**src/rtl/cache_2way.sv**
```systemverilog
// cache_2way: two-way set-associative, write-through data cache between the
// core memory stage and data memory. One 32-bit word per line, one LRU bit
// per set naming the victim way. Loads that hit return data combinationally;
// load misses fill from memory (FILL); every store writes through (WRITE)
// and retires in a one-cycle DONE state.
//
// Ports:
//   clk, rst           clock, asynchronous active-high reset
//   cacheEn, wen       access qualifier, store(1)/load(0)
//   DataWidth          000 W, 001 H, 010 B, 101 HU, 110 BU, others = word
//   addr, wdata        byte address, right-aligned store data
//   rdata, stall, Hit  load result, core hold, lookup hit
//   mem_req/we/addr/wdata/width, mem_ready, mem_rdata   memory handshake
//   hit_count, miss_count  statistics
//
// Optional feature: define CACHE_STATS_EN to build the hit/miss counters;
// otherwise both count ports are tied to zero.
module cache_2way #(
  parameter int SET_BITS = 3
) (
  input  logic        clk,
  input  logic        rst,
  input  logic        cacheEn,
  input  logic        wen,
  input  logic [2:0]  DataWidth,
  input  logic [31:0] addr,
  input  logic [31:0] wdata,
  output logic [31:0] rdata,
  output logic        stall,
  output logic        Hit,
  output logic        mem_req,
  output logic        mem_we,
  output logic [31:0] mem_addr,
  output logic [31:0] mem_wdata,
  output logic [2:0]  mem_width,
  input  logic        mem_ready,
  input  logic [31:0] mem_rdata,
  output logic [31:0] hit_count,
  output logic [31:0] miss_count
);
  localparam int SETS  = 1 << SET_BITS;
  localparam int TAG_W = 30 - SET_BITS;

  typedef enum logic [1:0] {S_IDLE, S_FILL, S_WRITE, S_DONE} state_t;
  state_t state_q;

  logic [1:0][SETS-1:0] valid_q;
  logic [SETS-1:0]      lru_q;
  logic [TAG_W-1:0]     tag_q  [2][SETS];
  logic [31:0]          data_q [2][SETS];

  logic        mem_req_q, mem_we_q;
  logic [31:0] mem_addr_q, mem_wdata_q;
  logic [2:0]  mem_width_q;

  function automatic logic is_byte(input logic [2:0] w);
    return (w == 3'b010) || (w == 3'b110);
  endfunction
  function automatic logic is_half(input logic [2:0] w);
    return (w == 3'b001) || (w == 3'b101);
  endfunction

  // Lane extract + sign/zero extension for loads.
  function automatic logic [31:0] extract(input logic [31:0] word,
                                          input logic [1:0] off,
                                          input logic [2:0] w);
    logic [7:0]  b;
    logic [15:0] h;
    b = 8'(word >> {off, 3'b000});
    h = 16'(word >> {off[1], 4'b0000});
    if (is_byte(w))      return (w == 3'b010) ? {{24{b[7]}}, b} : {24'b0, b};
    else if (is_half(w)) return (w == 3'b001) ? {{16{h[15]}}, h} : {16'b0, h};
    else                 return word;
  endfunction

  // Store merge: only the written lanes replace the old line word.
  function automatic logic [31:0] merge(input logic [31:0] old,
                                        input logic [31:0] d,
                                        input logic [1:0]  off,
                                        input logic [2:0]  w);
    logic [31:0] m, v;
    if (is_byte(w)) begin
      m = 32'h0000_00FF << {off, 3'b000};
      v = {24'b0, d[7:0]} << {off, 3'b000};
    end else if (is_half(w)) begin
      m = 32'h0000_FFFF << {off[1], 4'b0000};
      v = {16'b0, d[15:0]} << {off[1], 4'b0000};
    end else begin
      m = '1;
      v = d;
    end
    return (old & ~m) | (v & m);
  endfunction

  // Lookup on the live core address (IDLE decisions, Hit, rdata).
  logic [SET_BITS-1:0] idx_c;
  logic [TAG_W-1:0]    tag_c;
  logic [1:0]          hit_c;
  logic                match, way_c, ld_hit;
  assign idx_c = addr[SET_BITS+1:2];
  assign tag_c = addr[31:SET_BITS+2];
  always_comb begin
    hit_c = '0;
    for (int w = 0; w < 2; w++)
      hit_c[w] = valid_q[w][idx_c] && (tag_q[w][idx_c] == tag_c);
  end
  assign match  = |hit_c;
  assign way_c  = !hit_c[0];
  assign ld_hit = (state_q == S_IDLE) && cacheEn && !wen && match;

  // Lookup on the latched request address (fill victim, store-hit merge).
  logic [SET_BITS-1:0] idx_l;
  logic [TAG_W-1:0]    tag_l;
  logic [1:0]          hit_l;
  logic                way_l, vict;
  assign idx_l = mem_addr_q[SET_BITS+1:2];
  assign tag_l = mem_addr_q[31:SET_BITS+2];
  always_comb begin
    hit_l = '0;
    for (int w = 0; w < 2; w++)
      hit_l[w] = valid_q[w][idx_l] && (tag_q[w][idx_l] == tag_l);
  end
  assign way_l = !hit_l[0];
  // Invalid way0 first, then invalid way1, else the LRU-named way.
  assign vict  = !valid_q[0][idx_l] ? 1'b0 :
                 !valid_q[1][idx_l] ? 1'b1 : lru_q[idx_l];

  assign Hit   = cacheEn && match;
  assign rdata = ld_hit ? extract(data_q[way_c][idx_c], addr[1:0], DataWidth) : 32'b0;
  always_comb begin
    case (state_q)
      S_IDLE:          stall = cacheEn && (wen || !match);
      S_FILL, S_WRITE: stall = 1'b1;
      default:         stall = 1'b0;
    endcase
  end

  assign mem_req   = mem_req_q;
  assign mem_we    = mem_we_q;
  assign mem_addr  = mem_addr_q;
  assign mem_wdata = mem_wdata_q;
  assign mem_width = mem_width_q;

  always_ff @(posedge clk or posedge rst) begin
    if (rst) begin
      state_q     <= S_IDLE;
      valid_q     <= '0;
      lru_q       <= '0;
      mem_req_q   <= 1'b0;
      mem_we_q    <= 1'b0;
      mem_addr_q  <= '0;
      mem_wdata_q <= '0;
      mem_width_q <= '0;
    end else begin
      case (state_q)
        S_IDLE: begin
          if (ld_hit) begin
            lru_q[idx_c] <= !way_c;
          end else if (cacheEn && !wen) begin
            mem_req_q   <= 1'b1;
            mem_we_q    <= 1'b0;
            mem_addr_q  <= {addr[31:2], 2'b00};
            mem_width_q <= DataWidth;
            state_q     <= S_FILL;
          end else if (cacheEn) begin
            mem_req_q   <= 1'b1;
            mem_we_q    <= 1'b1;
            mem_addr_q  <= addr;
            mem_wdata_q <= wdata;
            mem_width_q <= DataWidth;
            state_q     <= S_WRITE;
          end
        end
        S_FILL: if (mem_ready) begin
          valid_q[vict][idx_l] <= 1'b1;
          lru_q[idx_l]         <= !vict;
          mem_req_q            <= 1'b0;
          state_q              <= S_IDLE;
        end
        S_WRITE: if (mem_ready) begin
          if (|hit_l) lru_q[idx_l] <= !way_l;
          mem_req_q <= 1'b0;
          mem_we_q  <= 1'b0;
          state_q   <= S_DONE;
        end
        default: state_q <= S_IDLE;
      endcase
    end
  end

  // Line payload needs no reset; valid bits guard it.
  always_ff @(posedge clk) begin
    if (state_q == S_FILL && mem_ready) begin
      tag_q[vict][idx_l]  <= tag_l;
      data_q[vict][idx_l] <= mem_rdata;
    end else if (state_q == S_WRITE && mem_ready && |hit_l) begin
      data_q[way_l][idx_l] <= merge(data_q[way_l][idx_l], mem_wdata_q,
                                    mem_addr_q[1:0], mem_width_q);
    end
  end

`ifdef CACHE_STATS_EN
  logic [31:0] hit_cnt_q, miss_cnt_q;
  always_ff @(posedge clk or posedge rst) begin
    if (rst) begin
      hit_cnt_q  <= '0;
      miss_cnt_q <= '0;
    end else begin
      if (ld_hit) hit_cnt_q <= hit_cnt_q + 32'd1;
      if (state_q == S_IDLE && cacheEn && !wen && !match)
        miss_cnt_q <= miss_cnt_q + 32'd1;
    end
  end
  assign hit_count  = hit_cnt_q;
  assign miss_count = miss_cnt_q;
`else
  assign hit_count  = 32'b0;
  assign miss_count = 32'b0;
`endif
endmodule

```
**config.mk**
```make
export PLATFORM = sky130hd
export DESIGN_NAME = cache_2way
export DESIGN_NICKNAME = d
export VERILOG_FILES = /design/src/rtl/cache_2way.sv
export SDC_FILE = /design/constraint.sdc
export NUM_CORES = 2
export LEC_CHECK = 0
export ABC_AREA = 1
export BUFFER_PORTS_ARGS = -buffer_cell sky130_fd_sc_hd__buf_2
export CORE_MARGIN = 2
export CORE_UTILIZATION = 36
export DETAILED_ROUTE_END_ITERATION = 16
export PLACE_DENSITY = 0.62
export SYNTH_ARGS = -nofsm -noshare
export SYNTH_HDL_FRONTEND = slang
export SYNTH_SLANG_ARGS = --single-unit
```
**constraint.sdc**
```tcl
create_clock -name clk -period 5.8 [get_ports clk]
set_clock_uncertainty 0.05 [all_clocks]
set_input_delay 1.45 -clock clk [delete_from_list [all_inputs] [get_ports clk]]
set_output_delay 1.45 -clock clk [all_outputs]
set_load 0.02 [all_outputs]
```
### Yosys cells after proc, flatten, opt, wreduce, memory -nomap -nowiden

Memory sizes are Yosys's and may differ from the RTL's.
Index checks and enable logic that the tools add are counted.

* memories kept: 2
* bits in registers: 95
* bits of input ports: 104
* word-level logic and storage cells: 188
* memory bits (read-only): 0
* output and inout bits: 167
* latch bits: 0
* bits in writable memories: 944

Memory list
* data_q: words 2, bits a word 256, rd ports 2, clocked after memory_dff 0, write ports 1, line 50 `logic [31:0] data_q [2][SETS];`
* tag_q: words 2, bits a word 216, rd ports 2, clocked after memory_dff 0, write ports 1, line 49 `logic [TAG_W-1:0] tag_q [2][SETS];`

* $mul: 0
* shift-type cells: 6
* bitwise gates (word level): 9
* $lt $le $gt $ge: 9
* muxes and demuxes: 89
* reductions and logical operators: 43
* div/mod/pow operators: 0
* add/subtract/negate cells: 0
* equal/unequal tests: 21

Operator list (count)
* $mux W256: 4
* $mux W32: 20
* $bmux W27 S3: 4
* $reduce_or A256 Y1: 1
* $mux W27: 9
* $mux W216: 1
* $bmux W32 S3: 2
* $eq A27 B27 Y1: 4
* $demux W32 S3: 1
* $demux W27 S3: 1
* $and A32 B32 Y32: 2
* $mux W8: 5
* $not A32 Y32: 1
* $or A32 B32 Y32: 1
* $shl A16 B5 Y32: 1
* $shl A16 B5 Y32 const A: 1
* $shl A8 B5 Y32: 1
* $shl A8 B5 Y32 const A: 1
* $shr A32 B5 Y16: 1
* $shr A32 B5 Y8: 1
* $bwmux W8: 3
* $pmux W8 S3: 1
* $mux W1: 19
* $logic_and A1 B1 Y1: 17
* 34 further kinds: 75

### Depth between registers and ports, before layout

An unclocked memory read counts as a cell.

* depth after elaboration: 16
* mapped depth: 29
* mapped depth without buffers: 25

### Worst setup path before layout

OpenSTA, ideal clock, no wires.

* path kind: input to output
* start point: in addr[4]
* end point: out rdata[3]
* arrival time: 4.152 ns
* path buffers: 6
* stages: 25
* path slack: 0.148 ns
* required time: 4.300 ns
* cells stage by stage: buf_6 > inv_2 > nor2_2 > buf_4 > buf_6 > nand3_1 > nand2_1 > o21ai_1 > nand2_1 > nor2_1 > nand3_1 > nor2_4 > nand2_4 > buf_6 > buf_6 > buf_2 > o211ai_1 > nand2_1 > nand2_1 > nand2_1 > nor2_1 > nand2_1 > nand3_1 > nand2_1 > a21oi_1

* word-level cells in the longest chain between the ends: 16
* elaborated cells between the ends (all ways): 29
* those cells by class: eq/ne (2); shift (2); mux (18); bitwise (1); reduce/logical (5); memory (1)

RTL lines
* from (decl): line 26 `input logic [31:0] addr,`
* $not A3 Y4 (implied by the code): line 105, 129
* $bmux W27 S3: line 105 `hit_c[w] = valid_q[w][idx_c] && (tag_q[w][idx_c] == tag_c);`
* $mux W27 (implied by the code) (2 in series): line 105
* $eq A27 B27 Y1: line 105
* $logic_and A1 B1 Y1: line 105
* $logic_not A1 Y1: line 108 `assign way_c = !hit_c[0];`
* $mem_v2 Z2 W256
* $bmux W32 S3: line 129 `assign rdata = ld_hit ? extract(data_q[way_c][idx_c], addr[1:0], DataWidth) : 32'b0;`
* $mux W32 (implied by the code) (2 in series): line 129
* $shr A32 B5 Y16: line 70 `h = 16'(word >> {off[1], 4'b0000});`
* $mux W32 (2 in series): line 72 `else if (is_half(w)) return (w == 3'b001) ? {{16{h[15]}}, h} : {16'b0, h};`
* $mux W32: line 71 `if (is_byte(w)) return (w == 3'b010) ? {{24{b[7]}}, b} : {24'b0, b};`
* $mux W32 (*): line 129
* to (decl): line 28 `output logic [31:0] rdata,`

Every way passes the cells marked *; elsewhere a longest branch is shown, timed or not. The select of a mux whose other input is x is not followed.

### Worst setup path after layout

* start point: in addr[4]
* end point: out rdata[28]

The elaborated chain is that of the path after synthesis.

==> results by group <==
Power and ir drop
  – Worst VDD drop: 0.309 mV
  – Static Leakage: 27.6 nW
  – Pwr dens: 398 mW/mm^2

Setup path
  – Slowest CP cell: o21ai_0
  – Setup crit end kind: output port
  – Critical path buffers and inverters: 10
  – Max stage delay on crit path: 0.21 ns
  – Setup CP Type: in2out
  – Worst endpoint required time: 4.30 ns
  – CP Launch Point: addr[4]
  – CP top delay family: simple AND/OR/NAND/NOR gates
  – Crit path depth: 28
  – Worst EP arrival: 4.93 ns
  – Reg-to-Reg End: data_q[0][141]
  – Crit path capture: rdata[28]
  – CP max FO: 8
  – Startpoint types: input pin
  – Worst r2r path cells: 19
  – Reg-to-reg slack, setup: 0.12 ns
  – Worst r2r src: mem_addr[3]

Timing
  – Min Hold Slack: 0.429 ns
  – Setup ws final: -0.628 ns
  – Worst-Margin Slew: 1.36 ns
  – RSZ-0062 raised after global routing: yes
  – Pins Over Slew Limit: 0
  – Final Setup Violations: 33
  – Final hold vios: 0
  – Relative slew slack: 8.91%
  – Final period utilization: 111%
  – Total negative slack: -18.82 ns
  – Fmax: 156 MHz
  – Tmin final: 6.43 ns

Synth
  – Synthesized cell area: 0.0538 sq mm
  – Syn avg cell area: 8.93 sq um
  – Syn Inst Count: 6020
  – Synth warn: 0
  – Synth top area cells: edfxtp_1, nand2_1, inv_1
  – Post-synth EDFFs: 944
  – Synthesized flop and latch total: 1039
  – Yosys cell types: 55
  – Top cell type's share of synthesized area: 52.7%
  – Post-synth ARST share: 9.14%
  – Sequential area share after synthesis: 57.2%
  – Top_reg_cell synth: edfxtp_1
  – Synth area leader: edfxtp_1

Detailed routing
  – Routed WL: 226000 microns
  – Pre-antenna DRT Iters: 7
  – Wire length on met3: 30100 microns
  – Met2 routed WL: 96800 microns
  – Drt first-iter violations: 7727
  – Via count: 49800
  – ANT nets after route: 0
  – Vias/cell: 5.82
  – Met1 WL: 87300 microns
  – Top Metal Used: met5
  – Routed wire length per instance: 26.5 microns
  – DR DRC count: 0

Outcome
  – Violated checks: setup timing
  – Status: complete, but fails checks

GRT
  – Antenna violations before repair: 9
  – First-pass GRT wire length: 315000 microns
  – Total Routing Usage GR: 28.3%
  – GR Overflow Total: 0
  – Largest net degree at the start of global routing: 180
  – Via count of the first global-routing pass: 45100

Die
  – Die Area: 0.152 sq mm
  – Die H: 390 microns
  – CORE AREA: 0.148 sq mm
  – Initial Utilization: 36.3%
  – Row count: 141
  – Die Wd: 390 microns
  – I/O pin cnt: 271

Clock network
  – Clk_lat worst skew: 0.76 ns
  – TritonCTS clock tree: done
  – # clock sinks: 1039
  – H-tree Lvls: 3
  – Number of hold buffers added after CTS: 0
  – Root Buffer: clkbuf_16
  – Clock buffer count from CTS: 110
  – Clk buf depth: 3
  – Clock-pin slew on the worst setup and hold paths: 0.06 ns

Cells and area
  – Nets: 6627
  – Fin util: 45.1%
  – Share of cells above drive strength 1: 19.1%
  – Finished Layout Cells: 8548
  – P&R area growth vs syn: 24.2%

Placed design
  – Place WS: -1.07 ns
  – Placer Congestion: 0.975
  – Hpwl dp: 143000 microns
  – Number of buffers added on ports: 206
  – Placed cell count: 8264

Min path
  – HP Class: reg2reg

Run
  – Max Cap Violations: 0
cell usage after synthesis, types with 78 or more instances:
| cell | n |
|---|---|
| edfxtp_1 | 944 |
| o21ai_0 | 308 |
| o211ai_1 | 226 |
| nand2_1 | 1695 |
| inv_1 | 689 |
| nand4_1 | 78 |
| buf_2 | 147 |
| nor2_1 | 537 |
| a21oi_1 | 113 |
| dfrtp_1 | 95 |
| o22ai_1 | 146 |
| buf_4 | 78 |
| clkbuf_1 | 128 |
| nand3_1 | 461 |
repair_timing:
| action | 4_1_cts | 5_1_grt |
|---|---|---|
| gates cloned | 16 | 18 |
| resized for setup | 166 | 312 |
| endpoints found under the hold margin | 0 | 0 |
| buffers inserted | 25 | 20 |
| endpoints found under the setup margin | 34 | 34 |
| pin swaps | 36 | 154 |
power by group:
group	switching [W]	internal, W
combinational	0.00682	0.00257
clock	0.00318	0.00438
sequential	0.000496	0.00912
worst register-to-register path, stage by stage, from the launching register on:
cell and delay [ns]:
dfrtp_1 0.47, inv_1 0.16, nand2_1 0.15, nor2_4 0.79
buf_4 0.40, a22oi_1 0.14, nand3_1 0.11, xor2_1 0.12
nor3_1 0.21, buf_4 0.15, nand2_1 0.05, nor2_1 0.26
nand2_1 0.23, nand2_1 0.16, nand4_1 0.20, nor2_1 0.16
nor2_1 0.09, buf_12 0.16, nor2_4 1.02, buf_12 0.27
metrics by stage:
step	power, W	instance area, sq um
after CTS	0.0261	65100
after global routing	0.0273	66700
after detailed placement	0.0186	60000
after floorplan	0.0142	54000
final	0.0266	66800
after global placement	0.0186	60000
cell usage in the layout (no fill, tap or decap), drive strengths merged, types with 14 or more instances in the layout:
| cell | count |
|---|---|
| xor2 | 18 |
| conb | 64 |
| o22ai | 146 |
| a21oi | 113 |
| buf | 694 |
| a311oi | 14 |
| dfrtp | 95 |
| nand2 | 1706 |
| edfxtp | 944 |
| clkinv | 60 |
| nor3 | 17 |
| clkbuf | 150 |
| or2 | 14 |
| nand4 | 78 |
| mux2 | 16 |
| o211ai | 228 |
| a22oi | 32 |
| nor2 | 554 |
| a221oi | 61 |
| bufinv | 15 |
| nand3 | 463 |
| inv | 703 |
| o21ai | 358 |
sequential cells by signal, summed over array words and instances (netlist names), named ones only:
signal / flops
tag_q: 432
mem_width: 3
mem_we: 1
data_q: 512
state_q: 2
mem_req: 1
mem_addr: 32
mem_wdata: 32
valid_q: 16
per-layer routing:
layer	vias to the layer above	GRT usage (%)
met4	4	13.2
li1	21400	-
met3	702	6.60
met5	-	0
met2	3823	42.2
met1	23800	39.0
how the worst min path moves through the flow:
stage | startpoint | end | slack, ns | cells after the start
6_report | valid_q[7] | valid_q[7] | 0.43 | 2
3_5_place_dp | valid_q[7] | valid_q[7] | 0.42 | 2
2_1_floorplan | valid_q[8] | valid_q[8] | 0.39 | 2
5_1_grt | valid_q[7] | valid_q[7] | 0.45 | 2
3_3_place_gp | valid_q[5] | valid_q[5] | 0.41 | 2
4_1_cts | valid_q[7] | valid_q[7] | 0.43 | 2
layout make-up:
class	count	area, sq um
well taps	1930	2410
clock inverters	72	811
repair buffers	710	6970
fillers	13800	81300
flip-flops and latches	1039	30700
multi-input cells	3947	20100
diodes	4	10.0
clock buffers	135	3030
inverters	711	2730
cells by family after synthesis:
family	share of synthesized area, %
compound gates	11.7
xor+xnor	0.310
fa+ha+maj	0.0931
buf+inv	8.72
flops	57.2
mux	0.335
other cells	0.00698
simple gates	21.6
Power figures use the tool's default switching activity.
